===== config.mk =====
export PLATFORM = sky130hd
export DESIGN_NAME = rpmp_evt_fifo_flat
export DESIGN_NICKNAME = d
export VERILOG_FILES = /design/src/rtl/rpmp_evt_pkg.sv /design/src/rtl/rpmp_evt_fifo_if.sv /design/src/rtl/rpmp_evt_sync_fifo.sv /design/src/rtl/rpmp_evt_fifo.sv /design/src/flat_wrapper.sv
export SDC_FILE = /design/constraint.sdc
export NUM_CORES = 1
export LEC_CHECK = 0
export ABC_AREA = 1
export CAP_MARGIN = 10
export CORE_MARGIN = 3
export CORE_UTILIZATION = 35
export DETAILED_ROUTE_END_ITERATION = 10
export GPL_ROUTABILITY_DRIVEN = 0
export SETUP_SLACK_MARGIN = 0.5
export SYNTH_ARGS = -nofsm -noshare
export SYNTH_HDL_FRONTEND = slang
export SYNTH_SLANG_ARGS = --single-unit

===== constraint.sdc =====
create_clock -name clk -period 3.3 [get_ports clk]
set_input_delay 0.99 -clock clk [delete_from_list [all_inputs] [get_ports clk]]
set_output_delay 0.99 -clock clk [all_outputs]
set_load 0.02 [all_outputs]

===== src/rtl/rpmp_evt_pkg.sv =====
// Shared types for the RPMP MSX bus-event capture queue: event layout,
// type and command codes, handshake states and status-word packing.
package rpmp_evt_pkg;

    localparam int EVT_W = 26;

    typedef enum logic [1:0] {
        EVT_MEM_WR = 2'b00,
        EVT_IO_WR  = 2'b01,
        EVT_MEM_RD = 2'b10,
        EVT_IO_RD  = 2'b11
    } evt_type_e;

    typedef enum logic [1:0] {
        CMD_STATUS = 2'b00,
        CMD_PEEK   = 2'b01,
        CMD_POP    = 2'b10,
        CMD_FLUSH  = 2'b11
    } cmd_e;

    typedef enum logic [1:0] {
        ST_IDLE = 2'b00,
        ST_LOAD = 2'b01,
        ST_ACK  = 2'b10
    } hs_state_e;

    typedef struct packed {
        evt_type_e   typ;
        logic [15:0] addr;
        logic [7:0]  data;
    } evt_t;

    localparam int ST_EMPTY_BIT = 15;
    localparam int ST_FULL_BIT  = 14;
    localparam int ST_OVF_BIT   = 13;

    function automatic evt_type_e evt_type(input logic is_rd, input logic is_io);
        evt_type_e t;
        case ({is_rd, is_io})
            2'b00:   t = EVT_MEM_WR;
            2'b01:   t = EVT_IO_WR;
            2'b10:   t = EVT_MEM_RD;
            default: t = EVT_IO_RD;
        endcase
        return t;
    endfunction

    function automatic logic [15:0] status_word(input logic empty, input logic full,
                                                input logic ovf, input logic [7:0] lvl);
        logic [15:0] w;
        w = {8'h00, lvl};
        w[ST_EMPTY_BIT] = empty;
        w[ST_FULL_BIT]  = full;
        w[ST_OVF_BIT]   = ovf;
        return w;
    endfunction

endpackage


===== src/rtl/rpmp_evt_fifo_if.sv =====
// MSX edge-connector signals plus the Pi-side ratn/cmd/r/ack handshake.
// The master side is the bus/Pi environment; the slave side is the capture queue.
interface rpmp_evt_fifo_if;
    logic [15:0] a;
    logic [7:0]  d;
    logic        rd;
    logic        wr;
    logic        mreq;
    logic        iorq;
    logic        sltsl;
    logic        nwait;
    logic        ratn;
    logic [1:0]  cmd;
    logic [15:0] r;
    logic        ack;

    modport master (
        output a, d, rd, wr, mreq, iorq, sltsl, ratn, cmd,
        input  nwait, r, ack
    );

    modport slave (
        input  a, d, rd, wr, mreq, iorq, sltsl, ratn, cmd,
        output nwait, r, ack
    );
endinterface


===== src/rtl/rpmp_evt_sync_fifo.sv =====
// Single-clock FIFO with show-ahead head, push/pop/flush and an occupancy count.
// Flush overrides everything; a push into a full FIFO is accepted only alongside a pop.
module rpmp_evt_sync_fifo #(
    parameter int WIDTH      = 26,
    parameter int DEPTH_LOG2 = 4
) (
    input  logic                  clk,
    input  logic                  reset,
    input  logic                  push,
    input  logic [WIDTH-1:0]      push_data,
    input  logic                  pop,
    input  logic                  flush,
    output logic [WIDTH-1:0]      head,
    output logic                  full,
    output logic                  empty,
    output logic [DEPTH_LOG2:0]   level
);

    localparam int                  DEPTH    = 1 << DEPTH_LOG2;
    localparam logic [DEPTH_LOG2:0] LVL_FULL = (DEPTH_LOG2+1)'(DEPTH);

    logic [WIDTH-1:0]      mem [DEPTH];
    logic [DEPTH_LOG2-1:0] wr_ptr_reg, wr_ptr_next;
    logic [DEPTH_LOG2-1:0] rd_ptr_reg, rd_ptr_next;
    logic [DEPTH_LOG2:0]   level_reg, level_next;
    logic                  push_ok, pop_ok;

    assign empty   = (level_reg == '0);
    assign full    = (level_reg == LVL_FULL);
    assign pop_ok  = pop & ~empty & ~flush;
    assign push_ok = push & ~flush & (~full | pop_ok);

    always_comb begin
        wr_ptr_next = wr_ptr_reg;
        rd_ptr_next = rd_ptr_reg;
        level_next  = level_reg;
        if (flush) begin
            wr_ptr_next = '0;
            rd_ptr_next = '0;
            level_next  = '0;
        end else begin
            if (push_ok) wr_ptr_next = wr_ptr_reg + DEPTH_LOG2'(1);
            if (pop_ok)  rd_ptr_next = rd_ptr_reg + DEPTH_LOG2'(1);
            case ({push_ok, pop_ok})
                2'b10:   level_next = level_reg + (DEPTH_LOG2+1)'(1);
                2'b01:   level_next = level_reg - (DEPTH_LOG2+1)'(1);
                default: level_next = level_reg;
            endcase
        end
    end

    // Storage carries no reset; only the pointers and count define validity.
    always_ff @(posedge clk) begin
        if (push_ok) mem[wr_ptr_reg] <= push_data;
    end

    always_ff @(posedge clk or negedge reset) begin
        if (!reset) begin
            wr_ptr_reg <= '0;
            rd_ptr_reg <= '0;
            level_reg  <= '0;
        end else begin
            wr_ptr_reg <= wr_ptr_next;
            rd_ptr_reg <= rd_ptr_next;
            level_reg  <= level_next;
        end
    end

    assign head  = mem[rd_ptr_reg];
    assign level = level_reg;

endmodule


===== src/rtl/rpmp_evt_fifo.sv =====
// MSX bus-event capture queue: samples slot/I-O strobes, queues 26-bit events and
// serves them to the Pi over ratn/cmd/r/ack. Optional: RPMP_EVT_WAIT_ON_FULL_EN stalls the MSX near full.
module rpmp_evt_fifo
    import rpmp_evt_pkg::*;
#(
    parameter int DEPTH_LOG2 = 4
) (
    input  logic                clk,
    input  logic                reset,
    rpmp_evt_fifo_if.slave      bus,
    output logic [DEPTH_LOG2:0] level,
    output logic                overflow
);

    logic        rd_q, wr_q;
    logic        wr_fall, rd_fall, is_mem, is_io;
    logic        cap_valid, cap_read;
    evt_t        cap_evt, head_evt;
    logic [EVT_W-1:0] head_raw;

    logic        fifo_full, fifo_empty, fifo_pop, fifo_flush;
    logic [DEPTH_LOG2:0] level_w;

    logic        ratn_s1_reg, ratn_s_reg, ratn_prev_reg;
    cmd_e        cmd_s1_reg, cmd_s_reg;
    hs_state_e   state_reg, state_next;
    logic        do_action;
    logic [15:0] r_reg, r_next;
    logic        overflow_reg;
    logic        unused_mreq;

    assign unused_mreq = bus.mreq;

    always_ff @(posedge clk or negedge reset) begin
        if (!reset) begin
            rd_q <= 1'b1;
            wr_q <= 1'b1;
        end else begin
            rd_q <= bus.rd;
            wr_q <= bus.wr;
        end
    end

    assign wr_fall   = wr_q & ~bus.wr;
    assign rd_fall   = rd_q & ~bus.rd;
    assign is_mem    = ~bus.sltsl;
    assign is_io     = ~bus.iorq;
    assign cap_valid = (wr_fall | rd_fall) & (is_mem | is_io);
    // A write edge wins over a read edge; a slot select wins over iorq.
    assign cap_read  = ~wr_fall;

    always_comb begin
        cap_evt      = '0;
        cap_evt.typ  = evt_type(cap_read, ~is_mem);
        cap_evt.addr = bus.a;
        cap_evt.data = cap_read ? 8'hFF : bus.d;
    end

    rpmp_evt_sync_fifo #(
        .WIDTH      (EVT_W),
        .DEPTH_LOG2 (DEPTH_LOG2)
    ) u_fifo (
        .clk       (clk),
        .reset     (reset),
        .push      (cap_valid),
        .push_data (cap_evt),
        .pop       (fifo_pop),
        .flush     (fifo_flush),
        .head      (head_raw),
        .full      (fifo_full),
        .empty     (fifo_empty),
        .level     (level_w)
    );

    assign head_evt = evt_t'(head_raw);

    // Synchroniser resets high so a ratn still held across reset is not taken as a new request.
    always_ff @(posedge clk or negedge reset) begin
        if (!reset) begin
            ratn_s1_reg   <= 1'b1;
            ratn_s_reg    <= 1'b1;
            ratn_prev_reg <= 1'b1;
            cmd_s1_reg    <= CMD_STATUS;
            cmd_s_reg     <= CMD_STATUS;
        end else begin
            ratn_s1_reg   <= bus.ratn;
            ratn_s_reg    <= ratn_s1_reg;
            ratn_prev_reg <= ratn_s_reg;
            cmd_s1_reg    <= cmd_e'(bus.cmd);
            cmd_s_reg     <= cmd_s1_reg;
        end
    end

    // The command executes on the edge into LOAD, so r is valid throughout LOAD.
    always_comb begin
        state_next = state_reg;
        do_action  = 1'b0;
        case (state_reg)
            ST_IDLE: begin
                if (ratn_s_reg && !ratn_prev_reg) begin
                    state_next = ST_LOAD;
                    do_action  = 1'b1;
                end
            end
            ST_LOAD: state_next = ST_ACK;
            ST_ACK:  if (!ratn_s_reg) state_next = ST_IDLE;
            default: state_next = ST_IDLE;
        endcase
    end

    always_comb begin
        r_next     = r_reg;
        fifo_pop   = 1'b0;
        fifo_flush = 1'b0;
        if (do_action) begin
            case (cmd_s_reg)
                CMD_STATUS: r_next = status_word(fifo_empty, fifo_full, overflow_reg, 8'(level_w));
                CMD_PEEK:   r_next = fifo_empty ? 16'hFFFF : head_evt.addr;
                CMD_POP: begin
                    r_next   = fifo_empty ? 16'hFFFF : {head_evt.typ, 6'b0, head_evt.data};
                    fifo_pop = ~fifo_empty;
                end
                default: begin
                    r_next     = 16'h0000;
                    fifo_flush = 1'b1;
                end
            endcase
        end
    end

    always_ff @(posedge clk or negedge reset) begin
        if (!reset) begin
            state_reg    <= ST_IDLE;
            r_reg        <= 16'h0000;
            overflow_reg <= 1'b0;
        end else begin
            state_reg <= state_next;
            r_reg     <= r_next;
            if (fifo_flush)
                overflow_reg <= 1'b0;
            else if (cap_valid && fifo_full && !fifo_pop)
                overflow_reg <= 1'b1;
        end
    end

`ifdef RPMP_EVT_WAIT_ON_FULL_EN
    localparam logic [DEPTH_LOG2:0] LVL_NEAR_FULL = (DEPTH_LOG2+1)'((1 << DEPTH_LOG2) - 1);
    assign bus.nwait = ~((level_w >= LVL_NEAR_FULL) & (is_mem | is_io));
`else
    assign bus.nwait = 1'b1;
`endif

    assign bus.r    = r_reg;
    assign bus.ack  = (state_reg == ST_ACK);
    assign level    = level_w;
    assign overflow = overflow_reg;

endmodule


===== src/flat_wrapper.sv =====
// flat-port wrapper written by rule: the top's interface ports become plain ports
module rpmp_evt_fifo_flat import rpmp_evt_pkg::*;
#(
    parameter int DEPTH_LOG2 = 4
)
  (clk, reset, level, overflow, bus_a, bus_d, bus_rd, bus_wr, bus_mreq, bus_iorq, bus_sltsl, bus_ratn, bus_cmd, bus_nwait, bus_r, bus_ack);
  rpmp_evt_fifo_if bus_i ();
  input  logic clk;
  input  logic reset;
  output logic [DEPTH_LOG2:0] level;
  output logic overflow;
  input wire logic [$bits(bus_i.a)-1:0] bus_a;
  input wire logic [$bits(bus_i.d)-1:0] bus_d;
  input wire logic [$bits(bus_i.rd)-1:0] bus_rd;
  input wire logic [$bits(bus_i.wr)-1:0] bus_wr;
  input wire logic [$bits(bus_i.mreq)-1:0] bus_mreq;
  input wire logic [$bits(bus_i.iorq)-1:0] bus_iorq;
  input wire logic [$bits(bus_i.sltsl)-1:0] bus_sltsl;
  input wire logic [$bits(bus_i.ratn)-1:0] bus_ratn;
  input wire logic [$bits(bus_i.cmd)-1:0] bus_cmd;
  output wire logic [$bits(bus_i.nwait)-1:0] bus_nwait;
  output wire logic [$bits(bus_i.r)-1:0] bus_r;
  output wire logic [$bits(bus_i.ack)-1:0] bus_ack;
  assign bus_i.a = bus_a;
  assign bus_i.d = bus_d;
  assign bus_i.rd = bus_rd;
  assign bus_i.wr = bus_wr;
  assign bus_i.mreq = bus_mreq;
  assign bus_i.iorq = bus_iorq;
  assign bus_i.sltsl = bus_sltsl;
  assign bus_i.ratn = bus_ratn;
  assign bus_i.cmd = bus_cmd;
  assign bus_nwait = bus_i.nwait;
  assign bus_r = bus_i.r;
  assign bus_ack = bus_i.ack;
  rpmp_evt_fifo #(.DEPTH_LOG2(DEPTH_LOG2)) u_core (.clk(clk), .reset(reset), .bus(bus_i), .level(level), .overflow(overflow));
endmodule

# Word level (Yosys, flattened, before mapping)
# Memories as Yosys holds them, arrays and structs flattened.
# Cells that the tools add are included.
[totals]
reg_bits = 41
ram_bits = 416
input_bits = 34
elab_cells = 86
mem_count = 1
[classes]
addsub = 4
n_eq_ne = 11
n_mux = 24
bitwise = 18
reduce_logical = 15
[memory_table]
columns = ["name", "words", "width", "rd", "rd_clocked_by_memory_dff", "write_ports", "line_no", "text"]
rows = [
  ["u_core.u_fifo.mem", 16, 26, 1, 0, 1, "rpmp_evt_sync_fifo.sv:22", "logic [WIDTH-1:0] mem [DEPTH];"],
]
[ops]
columns = ["cell", "n"]
rows = [
  ["16-bit one-hot mux with 3 select lines", 1],
  ["16-bit two-way mux", 2],
  ["4-bit two-way mux", 4],
  ["2-bit one-hot mux with 3 select lines", 2],
  ["1-bit two-way mux", 10],
  ["5-bit one-hot mux with 2 select lines", 1],
  ["4-bit by 1-bit adder with 4-bit output, second input constant", 2],
  ["2-bit by 1-bit equality test with 1-bit output, second input constant", 4],
  ["2-bit equality test, second input constant", 4],
  ["8-bit two-way mux", 1],
  ["1-bit NOT", 8],
  ["1-bit AND", 7],
  ["2-bit logical NOT", 3],
  ["2-bit nonzero test", 3],
  ["5-bit by 1-bit adder with 5-bit output, second input constant", 1],
  ["5-bit equality test, second input constant", 1],
  ["5-bit logical NOT", 1],
  ["5-bit two-way mux", 1],
  ["5-bit by 1-bit subtractor with 5-bit output, second input constant", 1],
  ["2-bit two-way mux", 2],
  ["1-bit logical AND", 3],
  ["1-bit OR", 3],
  ["3-bit nonzero test", 1],
  ["3-bit OR reduction", 1],
  ["other kinds (4)", 5],
]

# Depth between registers and ports, before layout
[logic_depth]
ltp_word = 12
ltp_mapped = 15

# Hierarchy
# A second synthesis with hierarchy kept.
[unflattened]
hier_cells = 1505
hier_area_um2 = 18497.7
[modules_own_cells]
columns = ["module", "instances", "cells_per_inst", "area_each_um2", "seq_area_each_um2"]
rows = [
  ["rpmp_evt_sync_fifo", 1, 1334, 17155.2, 12817.3],
  ["rpmp_evt_fifo", 1, 171, 1342.5, 706.9],
]

# Worst setup path after synthesis
# OpenSTA, ideal clock, no wires.
[synth_timing]
path_kind = "input to register"
startpoint = "in bus_wr"
endpoint = "mem u_core.u_fifo.mem[11][0] (enable)"
setup_time_ns = 0.409
arrival_ns = 3.126
required_ns = 2.891
slack_ns = -0.234
stages = 7
cell_sequence = "inv_1 > nand2_1 > o21ai_0 > nand3_2 > nor2_8 > nand2_1 > nor2_1"
[synth_between]
elab_chain_len = 8
[synth_lines]
columns = ["element", "line_no", "text"]
rows = [
  ["start: declaration", "flat_wrapper.sv:15", "input wire logic [$bits(bus_i.wr)-1:0] bus_wr;"],
  ["1-bit NOT", "rpmp_evt_fifo.sv:44", "assign wr_fall = wr_q & ~bus.wr;"],
  ["1-bit AND", "rpmp_evt_fifo.sv:44", ""],
  ["1-bit OR", "rpmp_evt_fifo.sv:48", "assign cap_valid = (wr_fall | rd_fall) & (is_mem | is_io);"],
  ["1-bit AND", "rpmp_evt_fifo.sv:48", ""],
  ["1-bit AND (2 in a row)", "rpmp_evt_sync_fifo.sv:31", "assign push_ok = push & ~flush & (~full | pop_ok);"],
  ["1-bit two-way mux", "rpmp_evt_sync_fifo.sv:54", "if (push_ok) mem[wr_ptr_reg] <= push_data;"],
  ["1-bit two-way mux (not written as such)", "rpmp_evt_sync_fifo.sv:54", ""],
  ["end: declaration", "rpmp_evt_sync_fifo.sv:22", ""],
]
# No other way between the ends.

# Worst setup path in the final report
[layout_timing]
startpoint = "reg u_core.u_fifo.level_reg[2], in the netlist u_core.u_fifo.level[2]"
endpoint = "out level[2]"
[layout_rtl]
columns = ["element", "line_no", "text"]
rows = [
  ["start: declaration", "rpmp_evt_sync_fifo.sv:25", "logic [DEPTH_LOG2:0] level_reg, level_next;"],
  ["start signal: assignment", "rpmp_evt_sync_fifo.sv:65", "level_reg <= level_next;"],
  ["end: declaration", "flat_wrapper.sv:10", "output logic [DEPTH_LOG2:0] level;"],
]
# No word-level cell between the ends.

==> flow_summary_export.csv <==
group,metric,value,unit
clocking,cts_max_level,2,
flow_run,max_cap_violations,0,
global_routing,grt_max_degree,98,
status,status,"finished, final reports clean",
setup_path,endpoint_kind,"primary output",
clocking,worstSkewPairLatency,560,ps
setup_path,slowest_delay,640,ps
global_routing,antenna_found_initial,0,
setup_path,criticalPathCategory,"register to primary output",
clocking,cts.path.max_buffers,3,
timing,drv_slew,0,
synth,synth-seq-cells,457,
setup_path,crit_slowest_cell,"clkdlybuf4s50_1",
global_routing,gr-total-overflow,0,
setup_path,setup.worst_path.start_class,"register",
die,die_h,237.9,µm
timing,final-setup-viol-count,0,
timing,hold_violations,0,
synth,synth-edff-count,416,
synth,ys_warn_count,0,
timing,tns,0,ps
die,die-width,237.9,µm
setup_path,critical_path.top_delay_family,"buffers and inverters",
power,p_per_area,767.6,nW/µm²
hold_path,min_from,"u_core.cmd_s1_reg[1]",
synth,syn_area,18830,µm²
setup_path,startpoint,"u_core.u_fifo.level[2]",
setup_path,required,2310,ps
clocking,clock_tree.root_cell,"clkbuf_16",
layout,layout-drive-gt1-share,0.1014,
setup_path,arrival,1630,ps
synth,yosys.area_share.simple,0.1701,
synth,synth-adder-area-share,0.006380,
routing,drt-initial-drc-count,1055,
die,rows,84,
synth,seq_area_frac_synth,0.7183,
die,floorplan.initialDensity,0.3561,
synth,synthMuxAreaShare,0,
timing,max-slew-margin-rel,0.4000,
synth,synth_xor_area_frac,0.001861,
routing,wl_per_cell,19.24,µm
timing,period_share,0.7945,
clocking,cts_buffers,45,
die,coreArea,52870,µm²
synth,synthesis.nets,1654,
timing,layout_min_cycle_time,2622,ps
power,power,16.99,mW
global_routing,grt_pass1_wl,71.15,mm
routing,antenna_left,0,
synth,syn-instance-count,1611,
die,dieArea,56610,µm²
layout,nets,1715,
layout,antenna_cells,0,
power,p_leak,7.939,nW
global_routing,grt_pass1_vias,11860,
power,irDropWorstVdd,0.4645,mV
routing,drc,0,
routing,wirelength,46.06,mm
timing,grt_setup_unrepaired,"false",
synth,synth_top_family_by_area,"simple AND/OR/NAND/NOR gates",
setup_path,worst-path-max-fanout,5,
routing,vias,12140,
clocking,cts_setup_buffers,0,
synth,synthFlopType,"edfxtp_1",
layout,largest_register_ffs,416,
hold_path,hold_class,"register to register",
timing,worst_pin_slew,900.1,ps
die,ios,58,
global_routing,groute.usage.overall,0.1623,
clocking,clk_pin_slew_worst_paths,60,ps
layout,syn2layout_area_growth,17.55,%
placement,dp_hpwl,27.69,mm
routing,viasPerCell,5.069,
synth,async_reset_ff_frac,0.08972,
layout,final_cells,2394,
synth,syn_avg_cell_area,11.69,µm²
routing,drtPass1Iterations,6,
clocking,cts_tree,"done",
synth,netlist-cell-type-count,35,
placement,place_inst,2313,
setup_path,crit_buf_inv,1,
synth,synth_compound_area_frac,0.06407,
timing,fin_skew,21.54,ps
clocking,numClockSinks,457,
placement,portBuffers,55,
setup_path,r2r_start,"u_core.ratn_s_reg",
setup_path,crit_chain,"clkdlybuf4s50_1",
timing,max_freq,381.4,MHz
==> per-stage QoR <==
stage / util / worst slack, ps / area [µm²] / hold WS (ps)
2_1_floorplan: - / 502.5 / 18960 / 331.2
3_3_place_gp: 0.3900 / 177.4 / 20620 / 341.5
3_5_place_dp: 0.3900 / 140.8 / 20620 / 335.6
4_1_cts: 0.4185 / 515.8 / 22120 / 348.8
5_1_grt: 0.4186 / 546.4 / 22130 / 364.4
6_report: 0.4186 / 678.0 / 22130 / 346.4
==> per-layer routing <==
metal | share of wire | vias up | global-route usage | wire length [µm]
met1 | 0.43 | 5969 | 0.2195 | 19910
met3 | 0.051 | 68 | 0.02254 | 2345
met5 | 0 | - | 0 | 0
li1 | - | 5743 | - | -
met4 | 0.027 | 0 | 0.05273 | 1234
met2 | 0.49 | 356 | 0.2716 | 22570
==> final cells by class <==
type | instances | area [µm²]
clock buffer | 60 | 1280
clock inverter | 21 | 225.2
fill | 4824 | 30730
inverter | 73 | 279.0
multi-input combinational | 989 | 4710
sequential | 457 | 13530
tap | 688 | 860.8
timing repair buffer | 106 | 1244
==> worst paths after layout <==
path	end	slack, ps	cells past startpoint
max	level[2]	680	1
min	u_core.cmd_s_reg[1]	350	0
max reg2reg	u_core.u_fifo.level[4]	700	13
min reg2reg	u_core.cmd_s_reg[1]	350	0
max in group asynchronous	u_core.u_fifo.rd_ptr_reg[1]	2060	1
min in group asynchronous	u_core.state_reg[0]	570	1
==> power breakdown <==
part / total (mW) / internal, mW / switching [mW] / leakage (nW)
registers: 6.97 / 6.74 / 0.225 / 4.21
clock network: 5.22 / 3.11 / 2.11 / 0.736
logic: 4.80 / 1.50 / 3.30 / 2.99
total: 17.0 / 11.4 / 5.63 / 7.94
==> cells in the mapped netlist, drive strengths merged (9+ instances only) <==
cell type	number	area (µm²)
nor2	234	922.1
o21ai	143	715.7
o211ai	31	232.7
dfrtp	36	900.9
edfxtp	416	12490
inv	72	270.3
nand3	169	850.8
a21oi	9	45.04
clkbuf	35	131.4
buf	57	330.3
or2	9	56.30
o221ai	21	183.9
nand2	353	1350
==> kinds of logic after synthesis <==
family | count (synthesis)
xor+xnor | 4
other cells | 1
flops | 457
compound gates | 208
simple gates | 767
fa+ha+maj | 9
buf+inv | 165
==> cells in the final DEF, fill, tap and decap left out, drive strengths merged, types with 4 or more instances in the layout <==
master | netlist | final
a21oi | 9 | 9
buf | 57 | 52
bufinv | 0 | 5
clkbuf | 35 | 60
clkdlybuf4s50 | 0 | 53
clkinv | 1 | 14
dfrtp | 36 | 36
dfstp | 5 | 5
edfxtp | 416 | 416
ha | 8 | 8
inv | 72 | 74
nand2 | 353 | 353
nand3 | 169 | 169
nor2 | 234 | 234
o211ai | 31 | 31
o21ai | 143 | 143
o221ai | 21 | 21
or2 | 9 | 9
xor2 | 4 | 4
==> what timing repair did <==
item	4_1_cts	5_1_grt
gates resized for setup	0	2
setup endpoints to repair	0	2
hold buffers	0	0
No activity file was read; power rests on OpenSTA's default activity.
